File: src/rtl/ms_dbio_cpu_ctrl.sv
// rtl/ms_dbio_cpu_ctrl.sv - DBIO responder driving CPU reset/run/step/halt control lines
module ms_dbio_cpu_ctrl #(
  parameter logic [11:0] CBaseAddr = 12'h000,
  parameter int          CRstLen   = 4
) (
  input  logic        AClkH,
  input  logic        AResetH,
  input  logic        AClkHEn,
  input  logic [11:0] ADbioAddr,
  input  logic [63:0] ADbioMosi,
  input  logic [3:0]  ADbioMosiIdx,
  input  logic [3:0]  ADbioMisoIdx,
  input  logic        ADbioMosi1st,
  input  logic        ADbioMiso1st,
  output logic [63:0] ADbioMiso,
  output logic        ADbioMisoVld,
  output logic        ACpuReset,
  output logic        ACpuRun,
  output logic        ACpuStep,
  input  logic        ACpuStepDone,
  input  logic        ACpuHalted,
  input  logic [31:0] ACpuIp
);

  typedef enum logic [2:0] {
    StReset   = 3'd0,
    StHalt    = 3'd1,
    StRun     = 3'd2,
    StStep    = 3'd3,
    StHaltReq = 3'd4
  } stateT;

  localparam logic [3:0] CRstLoad = 4'(CRstLen - 1);

  stateT       state;
  stateT       stateNxt;
  logic [3:0]  rstCnt;
  logic [3:0]  rstCntNxt;
  logic        pendRun;
  logic        pendRunNxt;
  logic        stickyErr;
  logic        stickyErrNxt;
  logic        newErr;

  logic [15:0] cmd;
  logic        wr;
  logic        rd;
  logic        cmdVld;
  logic        cmdRst;
  logic        cmdHalt;
  logic        cmdStep;
  logic        cmdRun;
  logic        cmdRstRun;
  logic        cmdNonRst;
  logic [15:0] status;

  // Segment flags and upper write data carry no meaning for single-word commands.
  logic unusedBits;
  assign unusedBits = ^{ADbioMosi[63:16], ADbioMosi1st, ADbioMiso1st};

  assign cmd = ADbioMosi[15:0];
  assign wr  = (ADbioAddr == CBaseAddr) && (ADbioMosiIdx != 4'd0);
  assign rd  = (ADbioAddr == (CBaseAddr + 12'd1)) && (ADbioMisoIdx != 4'd0);

  // One command per word: reset > halt > step > run; lower bits are dropped.
  assign cmdVld    = wr & cmd[0];
  assign cmdRst    = cmdVld & cmd[1];
  assign cmdHalt   = cmdVld & ~cmd[1] & cmd[4];
  assign cmdStep   = cmdVld & ~cmd[1] & ~cmd[4] & cmd[3];
  assign cmdRun    = cmdVld & ~cmd[1] & ~cmd[4] & ~cmd[3] & cmd[2];
  assign cmdRstRun = cmdRst & cmd[2];
  assign cmdNonRst = cmdHalt | cmdStep | cmdRun;

  assign status = {10'd0, stickyErr, ACpuHalted, pendRun, state};

  // CPU control lines decode straight from the state register.
  assign ACpuReset = (state == StReset);
  assign ACpuRun   = (state == StRun);
  assign ACpuStep  = (state == StStep);

  // Next-state, reset counter, pending-run and sticky error.
  always_comb begin
    stateNxt   = state;
    rstCntNxt  = rstCnt;
    pendRunNxt = pendRun;
    newErr     = 1'b0;
    case (state)
      StReset: begin
        if (rstCnt == 4'd0) begin
          if (pendRun | cmdRun) begin
            stateNxt   = StRun;
            pendRunNxt = 1'b0;
          end else begin
            stateNxt = StHalt;
          end
        end else begin
          rstCntNxt  = rstCnt - 4'd1;
          pendRunNxt = pendRun | cmdRun;
        end
      end
      StHalt: begin
        if (cmdStep) begin
          stateNxt = StStep;
        end else if (cmdRun) begin
          stateNxt = StRun;
        end
      end
      StRun: begin
        if (cmdHalt) begin
          stateNxt = StHaltReq;
        end else if (cmdStep) begin
          newErr = 1'b1;
        end
      end
      StStep: begin
        if (ACpuStepDone) begin
          stateNxt = StHalt;
        end
        newErr = cmdNonRst;
      end
      StHaltReq: begin
        if (ACpuHalted) begin
          stateNxt = StHalt;
        end
        newErr = cmdNonRst;
      end
      default: begin
        stateNxt  = StReset;
        rstCntNxt = CRstLoad;
      end
    endcase
    // A reset command wins from every state and restarts the hold period.
    if (cmdRst) begin
      stateNxt   = StReset;
      rstCntNxt  = CRstLoad;
      pendRunNxt = pendRun | cmdRstRun;
    end
    // The read that returns the error clears it unless a new one lands now.
    stickyErrNxt = newErr | (stickyErr & ~rd);
  end

  // Register state and the one-cycle-delayed read response.
  always_ff @(posedge AClkH) begin
    if (AResetH) begin
      state        <= StReset;
      rstCnt       <= CRstLoad;
      pendRun      <= 1'b0;
      stickyErr    <= 1'b0;
      ADbioMiso    <= 64'h0;
      ADbioMisoVld <= 1'b0;
    end else if (AClkHEn) begin
      state        <= stateNxt;
      rstCnt       <= rstCntNxt;
      pendRun      <= pendRunNxt;
      stickyErr    <= stickyErrNxt;
      ADbioMisoVld <= rd;
      ADbioMiso    <= rd ? {ACpuIp, 16'h0, status} : 64'h0;
    end
  end

endmodule

File: config.mk
export PLATFORM = sky130hd
export DESIGN_NAME = ms_dbio_cpu_ctrl
export DESIGN_NICKNAME = d
export VERILOG_FILES = /design/src/rtl/ms_dbio_cpu_ctrl.sv
export SDC_FILE = /design/constraint.sdc
export NUM_CORES = 1
export LEC_CHECK = 0
export CAP_MARGIN = 0
export CORE_AREA = 2 2 73 75
export DETAILED_ROUTE_END_ITERATION = 10
export DIE_AREA = 0 0 75 77
export DONT_BUFFER_PORTS = 1
export GPL_ROUTABILITY_DRIVEN = 0
export MAX_ROUTING_LAYER = met4
export PLACE_DENSITY = 0.69
export SYNTH_ARGS = -nofsm -noshare
export SYNTH_HDL_FRONTEND = slang
export SYNTH_SLANG_ARGS = --single-unit
File: constraint.sdc
create_clock -name AClkH -period 2.3 [get_ports AClkH]
set_input_delay 0.46 -clock AClkH [delete_from_list [all_inputs] [get_ports AClkH]]
set_output_delay 0.46 -clock AClkH [all_outputs]
set_load 0.005 [all_outputs]
==> load_flow_metrics.sql <==
INSERT INTO impl_metrics (metric_group, metric, value, unit) VALUES
('critical_path', 'required', '2.51', 'ns'),
('global_route', 'globalRoute.totalOverflow', '0', ''),
('synth', 'post_synth_main_area_contributors', 'sky130_fd_sc_hd__dfxtp_1 42%, sky130_fd_sc_hd__a22oi_1 12%, sky130_fd_sc_hd__buf_4 8.8%, sky130_fd_sc_hd__nor2_1 7.8%, sky130_fd_sc_hd__buf_6 2.0%', ''),
('global_route', 'grt_use_met2', '0.258', ''),
('global_route', 'first_pass_grt_wire_length', '6800', 'um'),
('run', 'drv.max_cap_violation_count', '0', ''),
('global_route', 'initial_antenna_violation_count', '0', ''),
('layout', 'areaGrowthSynthToFinish', '0.435', '%'),
('cts', 'cts.reportedPaths.clkPinSlew', '0.08', 'ns'),
('placed_design', 'portBuffers', '0', ''),
('floorplan', 'placement_rows', '26', ''),
('route', 'routed_wire_length_per_instance', '14.4', 'um'),
('power_and_ir_drop', 'cellPowerDensity', '628', 'mW/mm2'),
('critical_path', 'regToRegStartpoint', 'state[2]', ''),
('route', 'drt-pass1-iter-count', '4', ''),
('sta', 'final-hold-violation-count', '0', ''),
('route', 'dr.first_iter.drc_count', '78', ''),
('synth', 'yosysWarningCount', '0', ''),
('layout', 'n_antenna_cell', '0', ''),
('global_route', 'grt.total_usage', '0.155', ''),
('critical_path', 'worst-r2r-cell-count', '6', ''),
('cts', 'ctsRootBufferMaster', 'sky130_fd_sc_hd__clkbuf_8', ''),
('hold_path', 'min_to', 'ADbioMiso[58]', ''),
('route', 'finalWirelength', '4560', 'um'),
('placed_design', 'dpl.cell_count', '308', ''),
('critical_path', 'worst_setup_path_start_kind', 'register', ''),
('critical_path', 'crit_slowest_cell', 'sky130_fd_sc_hd__dfxtp_1', ''),
('layout', 'layoutNonFillerInstCount', '316', ''),
('synth', 'yosys.cell_types.count', '46', ''),
('synth', 'synth_seq_area_share', '0.418', ''),
('hold_path', 'hp-class', 'primary input to register', ''),
('layout', 'final_cell_mix', '48 x sky130_fd_sc_hd__dfxtp_1, 48 x sky130_fd_sc_hd__nor2_1, 38 x sky130_fd_sc_hd__a22oi_1', ''),
('critical_path', 'r2r_end', 'state[1]', ''),
('power_and_ir_drop', 'peakVddDrop', '349', 'uV'),
('sta', 'fin_skew', '0.00721', 'ns'),
('hold_path', 'hold_path_depth', '1', ''),
('critical_path', 'r2r_slack', '0.44', 'ns'),
('route', 'vias_per_cell', '5.32', ''),
('cts', 'cts-root-to-sink-buffers', '2', ''),
('cts', 'cts-htree-levels', '2', ''),
('cts', 'cts-hold-fix-buffers', '0', ''),
('global_route', 'grt_max_degree', '48', ''),
('outcome', 'run_status', 'finished, final reports clean', ''),
('hold_path', 'timing.hold.worst.start', 'AResetH', ''),
('critical_path', 'timing_worst_setup_path_type', 'register to register', ''),
('sta', 'rsz_0062_raised_after_global_routing', 'false', ''),
('critical_path', 'path_max_fanout', '10', ''),
('floorplan', 'die_height', '77', 'um'),
('sta', 'finalWorstPathRequiredPeriod', '1.86', 'ns'),
('global_route', 'gr-usage-met1', '0.174', ''),
('sta', 'finalMaxSlewViolations', '0', ''),
('layout', 'post_route_cells_drive_above_1_share', '0.114', ''),
('synth', 'postSynthRegisterBits', '48', ''),
('critical_path', 'path_cells', 'nor3b_1, a21oi_1, o221a_2, o211a_4, or3_1, o211ai_1', ''),
('floorplan', 'core_region_area', '0.00498', 'mm2'),
('cts', 'post-cts-setup-buffer-count', '0', ''),
('synth', 'synth_area_per_cell', '9.13', 'um2'),
('floorplan', 'design.die.area', '0.00578', 'mm2'),
('route', 'route.antenna.remaining_nets', '0', ''),
('synth', 'syn_area', '0.00230', 'mm2'),
('route', 'remaining_drc_errors', '0', ''),
('placed_design', 'dp_area', '0.00222', 'mm2'),
('synth', 'synthCells', '252', ''),
('layout', 'final_design_area_no_fill', '0.00231', 'mm2'),
('global_route', 'global_route.usage.met3', '0.0512', ''),
('synth', 'netlist.area_leader.share', '0.418', ''),
('sta', 'final_setup_violating_endpoints', '0', ''),
('critical_path', 'worst_ep_arrival_time', '2.07', 'ns'),
('sta', 'final_min_period_over_clock_period', '0.808', ''),
('critical_path', 'crit_path_max_incr_delay', '0.60', 'ns'),
('critical_path', 'cp-startpoint', 'state[2]', '');
state kept, by name, indices dropped and copies added (netlist names):
signal,flops
ADbioMiso,38
ADbioMisoVld,1
pendRun,1
rstCnt,4
state,3
stickyErr,1
cell families (layout without fill, tap and decap cells):
logic type / count (synthesis) / in the layout / synth area share
other cells: 1 / 26 / 0.00163
simple gates: 85 / 85 / 0.208
buf+inv: 47 / 16 / 0.140
fa+ha+maj: 1 / 1 / 0.00544
xor+xnor: 3 / 3 / 0.0114
flops: 48 / 48 / 0.418
compound gates: 67 / 67 / 0.215
Yosys cell counts (all sizes together):
cell     instances
a211o            1
a21o             2
a21oi            6
a22oi           38
a31o             1
a31oi            1
a32oi            1
a41o             1
and2b            1
and3             1
buf             34
clkbuf           9
conb             1
dfxtp           48
ha               1
inv              4
nand2           10
nand2b           3
nand3            2
nand3b           2
nand4b           1
nor2            49
nor2b            2
nor3             5
nor3b            2
nor4             4
nor4b            1
o2111ai          1
o211a            1
o211ai           4
o21ai            8
o221a            1
o41ai            1
or2b             1
or3              1
xnor2            1
xor2             2
final cells by class:
cell class | instances | area [um2]
clock buffer | 6 | 82.6
clock inverter | 2 | 10.0
fill | 508 | 2670
inverter | 4 | 15.0
multi-input combinational | 182 | 1110
sequential | 48 | 961
tap | 70 | 87.6
timing repair buffer | 4 | 42.5
through the flow:
stage	util	hold slack [ns]	setup WS (ns)
after floorplan	-	0.447	0.553
after global placement	0.445	0.457	0.435
after detailed placement	0.445	0.466	0.404
after CTS	0.464	0.217	0.456
after global routing	0.464	0.207	0.389
final	0.464	0.229	0.443
worst max-delay path by stage:
stage | to | slack [ns] | cells past startpoint
after global routing | state[1] | 0.39 | 6
after global placement | pendRun | 0.43 | 6
final | state[1] | 0.44 | 6
after floorplan | state[1] | 0.55 | 6
after CTS | state[1] | 0.46 | 6
after detailed placement | pendRun | 0.40 | 6
metal layers:
metal	vias to the layer above	share of wire
met4	0	0.010
met5	-	0
met2	85	0.49
met3	7	0.099
met1	765	0.40
li1	825	-
critical path: cells and delay by family (launching register included):
| kind | cells | cell delay, ns |
|---|---|---|
| flops | 1 | 0.60 |
| simple gates | 2 | 0.59 |
| compound gates | 4 | 0.58 |
power breakdown:
| part | internal, mW | total [mW] | switching [mW] | leakage [nW] |
|---|---|---|---|---|
| Combinational | 0.0442 | 0.106 | 0.0623 | 0.438 |
| Clock | 0.240 | 0.499 | 0.259 | 0.0510 |
| Sequential | 0.839 | 0.846 | 0.00658 | 0.387 |
No activity file was read; power rests on OpenSTA's default activity.
